### src/rtl/branch_pc_unit_pkg.sv
// Shared types and constants for the branch/PC unit.
package branch_pc_unit_pkg;

  localparam int unsigned XLEN    = 32;
  localparam int unsigned PC_STEP = 4;
  localparam int unsigned STAT_W  = 16;

  typedef enum logic [1:0] {
    FETCH = 2'd0,
    EXEC  = 2'd1,
    TRAP  = 2'd2
  } pc_state_e;

  // Control-flow flags of the instruction being executed
  typedef struct packed {
    logic branch;
    logic branch_flag;
    logic jump;
    logic jalr;
  } ctrl_t;

endpackage

### src/rtl/branch_target_calc.sv
// Next-PC priority mux (JALR > JAL > taken branch > sequential) and alignment check.
module branch_target_calc
  import branch_pc_unit_pkg::*;
(
  input  logic [XLEN-1:0] pc,
  input  logic [XLEN-1:0] imm,
  input  logic [XLEN-1:0] rs1,
  input  ctrl_t           ctrl,
  output logic [XLEN-1:0] target_c,
  output logic            misaligned_c
);

  always_comb begin
    target_c = pc + XLEN'(PC_STEP);
    if (ctrl.jalr) begin
      target_c = (rs1 + imm) & ~XLEN'(1);
    end else if (ctrl.jump || (ctrl.branch && ctrl.branch_flag)) begin
      target_c = pc + imm;
    end
  end

  assign misaligned_c = |target_c[1:0];

endmodule

### src/rtl/branch_pc_unit.sv
// PC register and fetch/execute/trap sequencer.
// Define BRANCH_STATS_EN to build the saturating branch/taken counters.
module branch_pc_unit
  import branch_pc_unit_pkg::*;
#(
  parameter logic [31:0] RESET_PC = 32'h0000_0000
) (
  input  logic              clk_i,
  input  logic              rst_i,
  input  logic              branch_i,
  input  logic              branchFlag_i,
  input  logic              jump_i,
  input  logic              jalr_i,
  input  logic [XLEN-1:0]   imm_i,
  input  logic [XLEN-1:0]   rs1_i,
  input  logic              stall_i,
  input  logic              imemAck_i,
  output logic              imemReq_o,
  output logic [XLEN-1:0]   pc_o,
  output logic [XLEN-1:0]   pcPlus4_o,
  output logic              misaligned_o,
  output logic [STAT_W-1:0] branchCount_o,
  output logic [STAT_W-1:0] takenCount_o
);

  pc_state_e       state_q, state_d;
  logic [XLEN-1:0] pc_d;
  logic [XLEN-1:0] target;
  logic            target_mis;
  logic            imem_req_d;
  logic            misaligned_d;
  ctrl_t           ctrl;

  assign ctrl = '{branch: branch_i, branch_flag: branchFlag_i, jump: jump_i, jalr: jalr_i};

  branch_target_calc u_target (
    .pc           (pc_o),
    .imm          (imm_i),
    .rs1          (rs1_i),
    .ctrl         (ctrl),
    .target_c     (target),
    .misaligned_c (target_mis)
  );

  assign pcPlus4_o = pc_o + XLEN'(PC_STEP);

  // Next state and PC
  always_comb begin
    state_d = state_q;
    pc_d    = pc_o;
    case (state_q)
      FETCH: if (imemAck_i) state_d = EXEC;
      EXEC: begin
        if (!stall_i) begin
          if (target_mis) begin
            state_d = TRAP;
          end else begin
            state_d = FETCH;
            pc_d    = target;
          end
        end
      end
      TRAP:    state_d = TRAP;
      default: state_d = FETCH;
    endcase
    imem_req_d   = (state_d == FETCH);
    misaligned_d = (state_d == TRAP);
  end

  always_ff @(posedge clk_i or posedge rst_i) begin
    if (rst_i) begin
      state_q      <= FETCH;
      pc_o         <= RESET_PC;
      imemReq_o    <= 1'b1;
      misaligned_o <= 1'b0;
    end else begin
      state_q      <= state_d;
      pc_o         <= pc_d;
      imemReq_o    <= imem_req_d;
      misaligned_o <= misaligned_d;
    end
  end

`ifdef BRANCH_STATS_EN
  logic              count_en;
  logic [STAT_W-1:0] branch_cnt_q;
  logic [STAT_W-1:0] taken_cnt_q;

  // Only non-stalled, non-trapping conditional-branch retirements count
  assign count_en = (state_q == EXEC) && !stall_i && branch_i && !target_mis;

  always_ff @(posedge clk_i or posedge rst_i) begin
    if (rst_i) begin
      branch_cnt_q <= '0;
      taken_cnt_q  <= '0;
    end else if (count_en) begin
      if (branch_cnt_q != '1) branch_cnt_q <= branch_cnt_q + STAT_W'(1);
      if (branchFlag_i && (taken_cnt_q != '1)) taken_cnt_q <= taken_cnt_q + STAT_W'(1);
    end
  end

  assign branchCount_o = branch_cnt_q;
  assign takenCount_o  = taken_cnt_q;
`else
  assign branchCount_o = '0;
  assign takenCount_o  = '0;
`endif

endmodule
### config.mk
export PLATFORM = sky130hd
export DESIGN_NAME = branch_pc_unit
export DESIGN_NICKNAME = d
export VERILOG_FILES = /design/src/rtl/branch_pc_unit_pkg.sv /design/src/rtl/branch_target_calc.sv /design/src/rtl/branch_pc_unit.sv
export SDC_FILE = /design/constraint.sdc
export NUM_CORES = 1
export LEC_CHECK = 0
export ABC_CLOCK_PERIOD_IN_PS = 4700
export CAP_MARGIN = 5
export CORE_ASPECT_RATIO = 0.75
export CORE_MARGIN = 4
export CORE_UTILIZATION = 45
export DETAILED_ROUTE_END_ITERATION = 8
export GPL_TIMING_DRIVEN = 0
export PLACE_DENSITY = 0.76
export RECOVER_POWER = 50
export SKIP_CTS_REPAIR_TIMING = 1
export SLEW_MARGIN = 30
export SYNTH_ARGS = -nofsm -noshare
export SYNTH_HDL_FRONTEND = slang
export SYNTH_SLANG_ARGS = --single-unit
### constraint.sdc
create_clock -name clk_i -period 4.7 [get_ports clk_i]
set_input_delay 0.94 -clock clk_i [delete_from_list [all_inputs] [get_ports clk_i]]
set_output_delay 0.94 -clock clk_i [all_outputs]
set_load 0.03 [all_outputs]
==> results of run 1 <==
cell usage in the layout (no fill, tap or decap), drive strengths merged, types with 6 or more instances in the layout:
master / instances
clkdlybuf4s50: 102
and3: 8
xnor2: 41
nand4: 16
dfrtp: 35
and2: 7
inv: 17
a221oi: 6
xor2: 33
dlygate4sd3: 34
a31oi: 11
nand3: 26
buf: 45
a21o: 54
o21ai: 48
conb: 32
clkbuf: 28
nor2: 66
o21a: 8
nand2: 76
a211oi: 18
mux2i: 11
ha: 62
nand2b: 6
o211ai: 8
a21oi: 83
nor3: 20
metal layers:
| metal | part of all wire | vias up | wire length (um) |
|---|---|---|---|
| met5 | 0.00058 | - | 13 |
| met4 | 0.011 | 2 | 244 |
| met3 | 0.13 | 25 | 2880 |
| met2 | 0.41 | 322 | 9160 |
| met1 | 0.46 | 3127 | 10300 |
| li1 | - | 3287 | - |
where the power goes:
part	switching [W]	internal (W)
clock network	0.000149	0.000250
logic	0.00191	0.00128
registers	0.000281	0.000447
total	0.00234	0.00198
path summary, 6_finish.rpt:
| path | from | endpoint | slack [ns] | depth (start not counted) |
|---|---|---|---|---|
| max in group asynchronous | rst_i | pc_o[14] | 1.92 | 3 |
| min reg2reg | state_q[1] | state_q[0] | 0.46 | 1 |
| max reg2reg | pc_o[0] | pc_o[20] | 1.48 | 9 |
| min in group asynchronous | rst_i | pc_o[5] | 1.23 | 2 |
| max | pc_o[4] | pcPlus4_o[31] | 0.52 | 6 |
| min | state_q[1] | state_q[0] | 0.46 | 1 |
cell type report:
cell class / count / area share
multi-input combinational: 716 / 0.612
clock buffer: 5 / 0.0156
timing repair buffer: 137 / 0.171
sequential: 36 / 0.113
tap: 171 / 0.0267
clock inverter: 3 / 0.00531
buffer: 67 / 0.0485
inverter: 18 / 0.00844
worst reg2reg max path: stages, from the launching register on:
cell      delay, ns
dfrtp_1        0.42
ha_1           0.22
fa_1           0.49
nor3_1         0.05
nor3_1         0.18
a21oi_2        0.08
nand3_1        0.37
clkbuf_1       0.51
buf_1          0.58
a21oi_1        0.15
registers in the layout, indices dropped and copies added (netlist names):
name / flops
misaligned_o: 1
state_q: 2
pc_o: 32
imemReq_o: 1
through the flow:
stage	setup WS [ns]	power (W)	instance area [sq um]	instances	hold WS, ns
2_1_floorplan	1.39	0.00282	6260	837	0.439
3_3_place_gp	0.402	0.00389	7830	1144	0.456
3_5_place_dp	0.420	0.00389	7860	1145	0.458
4_1_cts	0.533	0.00431	8030	1153	0.466
5_1_grt	0.361	0.00460	8010	1153	0.516
6_report	0.520	0.00432	8010	1153	0.464
kinds of logic after synthesis:
| family | share of synthesized area |
|---|---|
| compound gates | 0.317 |
| simple gates | 0.205 |
| buf+inv | 0.0741 |
| xor+xnor | 0.106 |
| fa+ha+maj | 0.133 |
| flops | 0.147 |
| mux | 0.0179 |
| other cells | 0.000611 |
==> flow_summary.ini, run 1 <==
[worst_setup_path]
max_stage_delay_ns = 0.70
critPathKind = flop to primary output
required_ns = 3.76
cp_max_fo = 7
cp-end-kind = primary output
start_kind = flop
path_cells = nand3_1 -> nor2_1 -> nand2_2 -> or4_4 -> xnor2_1 -> clkdlybuf4s50_1
crit_arrival_ns = 3.24
slowest_stage = clkdlybuf4s50_1
cp_top_family = simple AND/OR/NAND/NOR gates
path_buf_inv = 1

[sta]
max_freq_ghz = 0.239
finalSetupViolCount = 0
min_period_over_period = 0.889
clock_skew_ns = 0.00413
worst_slew_pin_slew_ns = 1.19
maxSlewViolCount = 0
relSlewSlack = 0.206
rsz0062_at_grt = false
fin_tns_setup_ns = 0
hold_viol_final = 0
period_minus_slack_ns = 4.18

[drt]
dr.pass1.iters = 6
via_per_inst = 5.87
ant_nets = 0
vias = 6763
wl_mm = 22.6
drt_iter0_drc = 583
drcViolationCount = 0
wire_per_inst_um = 19.6

[logic_synthesis]
synth-main-ff-cell = dfrtp_1
yosysMostFrequentCell = a21oi_1
synth.largest_area_cell = dfrtp_1
async_reset_ff_frac = 1.00
synth_seq_cells = 36
synth_top_area_share = 0.143
synth.distinct_cells = 80
synthTopCellsByCount = a21oi_1 (79), nand2_1 (75), nor2_1 (65)
synth_area_leaders = dfrtp_1 (14%), ha_1 (13%), a21o_1 (6.5%)
synth_edf_count = 0
netlist_instances = 806
synth_warnings = 0
syn_area_sq_mm = 0.00614
postSynthAreaPerCell_sq_um = 7.62
yosysSeqAreaShare = 0.147

[clock_tree]
clk_latency_ns = 0.29
tritoncts = yes
root_buffer = clkbuf_16
cts_num_sinks = 36
numCtsBuffers = 5
clk_pin_slew_ns = 0.06
clk_path_buf_depth = 2
cts_max_level = 2

[global_routing]
antenna_found_initial = 1
met3_usage = 0.110
grt_start_max_net_pins = 20
use_met2 = 0.388
grt_use_total = 0.279
grt_overflow = 0
grt_pass1_vias = 6219
grt_pass1_wl_mm = 34.3
busiest_layer = met1
grtUsageMet1 = 0.408

[power_and_ir_drop]
ir_worst_vdd_v = 0.000379
power_density_mw_per_mm2 = 540
leakage_nw = 3.65

[cells_and_area]
regArea_sq_um = 902
area_growth_pct = 30.3
finish.utilization = 0.609
nFillCells = 1214
multi_input_area_sq_mm = 0.00490
layout-drive-gt1-share = 0.0825
diodes = 0
nets = 1117

[die]
coreArea_sq_mm = 0.0132
dieArea_sq_mm = 0.0156
rows = 36
num_io_pins = 170
die_x_um = 143
start_util = 0.467
die_h_um = 109

[place]
portBuffers = 136
gp_congestion = 0.970
dp_hpwl_mm = 18.0

[hold_path]
min_path_type = flop to flop

[outcome]
status = finished clean

[flow_run]
drv_cap = 0
Note: power is estimated with default switching activity, not from simulation.
==> run 2: changes to the inputs <==
CTS_CLUSTER_DIAMETER = 50   (was default)
==> results of run 2 <==
Same layout as run 1: the final DEF is identical, and so are final timing and power.
==> run 3: changes to the inputs <==
CORE_MARGIN = default   (was 4)
==> run 3 against run 2 <==
The flow now finishes with violations (max-capacitance violations, max-slew violations); setup slack got worse by 0.048 ns; sequential power about the same; clock skew increased by 0.00091 ns; combinational power about the same; flip-flop and latch count unchanged; hold slack got worse by 0.0048 ns; first-iteration DRC count increased by 24%; critical path type unchanged.
==> flow_summary.ini, run 3 (same netlist as run 1, synthesis figures left out) <==
[sta]
setup_ws_ns = 0.473
finalSetupViolCount = 0
period_minus_slack_ns = 4.23
hold_viol_final = 0
maxSlewViolCount = 26
fin_tns_setup_ns = 0
rsz0062_at_grt = false
worst_slew_pin_slew_ns = 1.63
max_freq_ghz = 0.237
min_period_over_period = 0.899
relSlewSlack = -0.0844
clock_skew_ns = 0.00504

[clock_tree]
clk_pin_slew_ns = 0.06
numCtsBuffers = 5
cts_max_level = 2
tritoncts = yes
clk_latency_ns = 0.30
root_buffer = clkbuf_16
cts_num_sinks = 36
clk_path_buf_depth = 2

[hold_path]
min_path_type = flop to flop

[place]
portBuffers = 136
dp_hpwl_mm = 17.6
placed_cell_area_sq_mm = 0.00785
dpl_worst_slack_ns = 0.386
gp_congestion = 0.989

[die]
dieArea_sq_mm = 0.0141
coreArea_sq_mm = 0.0132
start_util = 0.467
die_h_um = 103
rows = 36
die_x_um = 137
num_io_pins = 170

[drt]
drt_iter0_drc = 725
wire_per_inst_um = 19.4
wl_mm = 22.4
ant_nets = 0
via_per_inst = 5.96
vias = 6875
drcViolationCount = 0
dr.pass1.iters = 5

[flow_run]
drv_cap = 1

[cells_and_area]
diodes = 0
largest_reg_flops = 32
nFillCells = 1226
final_cell_mix = clkdlybuf4s50_1 (102), a21oi_1 (79), nand2_1 (75)
largest_register = pc_o
area_growth_pct = 30.3
regArea_sq_um = 902
top_regs = pc_o x32, state_q x2
design_area_sq_mm = 0.00801
nets = 1117
final_common_cell = clkdlybuf4s50_1
layout-drive-gt1-share = 0.0825
multi_input_area_sq_mm = 0.00490

[global_routing]
antenna_found_initial = 0
grt_pass1_wl_mm = 34.6
grt_start_max_net_pins = 26
grt_use_total = 0.323
grt_pass1_vias = 6322
grt_overflow = 0

[outcome]
failed_checks = max-capacitance violations, max-slew violations
status = finished with violations

[worst_setup_path]
cp_max_fo = 7
required_ns = 3.76
start_kind = flop
critPathKind = flop to primary output
cp-end-kind = primary output
crit_arrival_ns = 3.29

[power_and_ir_drop]
ir_worst_vdd_v = 0.000412
report.power.total_w = 0.00434
leakage_nw = 3.65
power_density_mw_per_mm2 = 542
run 3: cell counts in the layout (fill, tap and decap cells not counted):
Identical to the previous run, type by type.
run 3: worst paths after layout:
kind	start	to	slack, ns	cells after the start
worst max-delay path	pc_o[4]	pcPlus4_o[31]	0.47	6
worst min-delay path	state_q[1]	state_q[0]	0.46	1
worst max register to register	pc_o[0]	pc_o[27]	1.41	9
worst min register to register	state_q[1]	state_q[0]	0.46	1
max in group asynchronous	rst_i	pc_o[26]	1.71	3
min in group asynchronous	rst_i	misaligned_o	1.11	2
run 3: final cells by class:
cell class	instances	share of cell area
timing repair buffer	137	0.171
sequential	36	0.113
inverter	18	0.00844
buffer	67	0.0485
tap	171	0.0267
multi-input combinational	716	0.612
clock buffer	5	0.0156
clock inverter	3	0.00531
run 3: routing by layer:
metal | GRT usage | up-vias | wire length [um]
li1 | - | 3285 | -
met1 | 0.463 | 3203 | 10100
met2 | 0.463 | 360 | 9050
met3 | 0.122 | 27 | 2920
met4 | 0.0524 | 0 | 281
met5 | 0 | - | 0
run 3: critical path, stage by stage, from the launching register on:
cell,delay [ns]
dfrtp_1,0.48
nand3_1,0.27
nor2_1,0.64
nand2_2,0.15
or4_4,0.59
xnor2_1,0.16
clkdlybuf4s50_1,0.69
run 3: where the power goes:
part / switching [W] / leakage, nW / internal [W]
logic: 0.00192 / 3.13 / 0.00128
registers: 0.000277 / 0.438 / 0.000447
clock network: 0.000159 / 0.0798 / 0.000250
run 3: through the flow:
stage / util / hold slack (ns) / cells
floorplan: - / 0.439 / 837
global placement: 0.596 / 0.456 / 1144
detailed placement: 0.597 / 0.452 / 1145
CTS: 0.610 / 0.462 / 1153
global route: 0.609 / 0.495 / 1153
finish: 0.609 / 0.460 / 1153
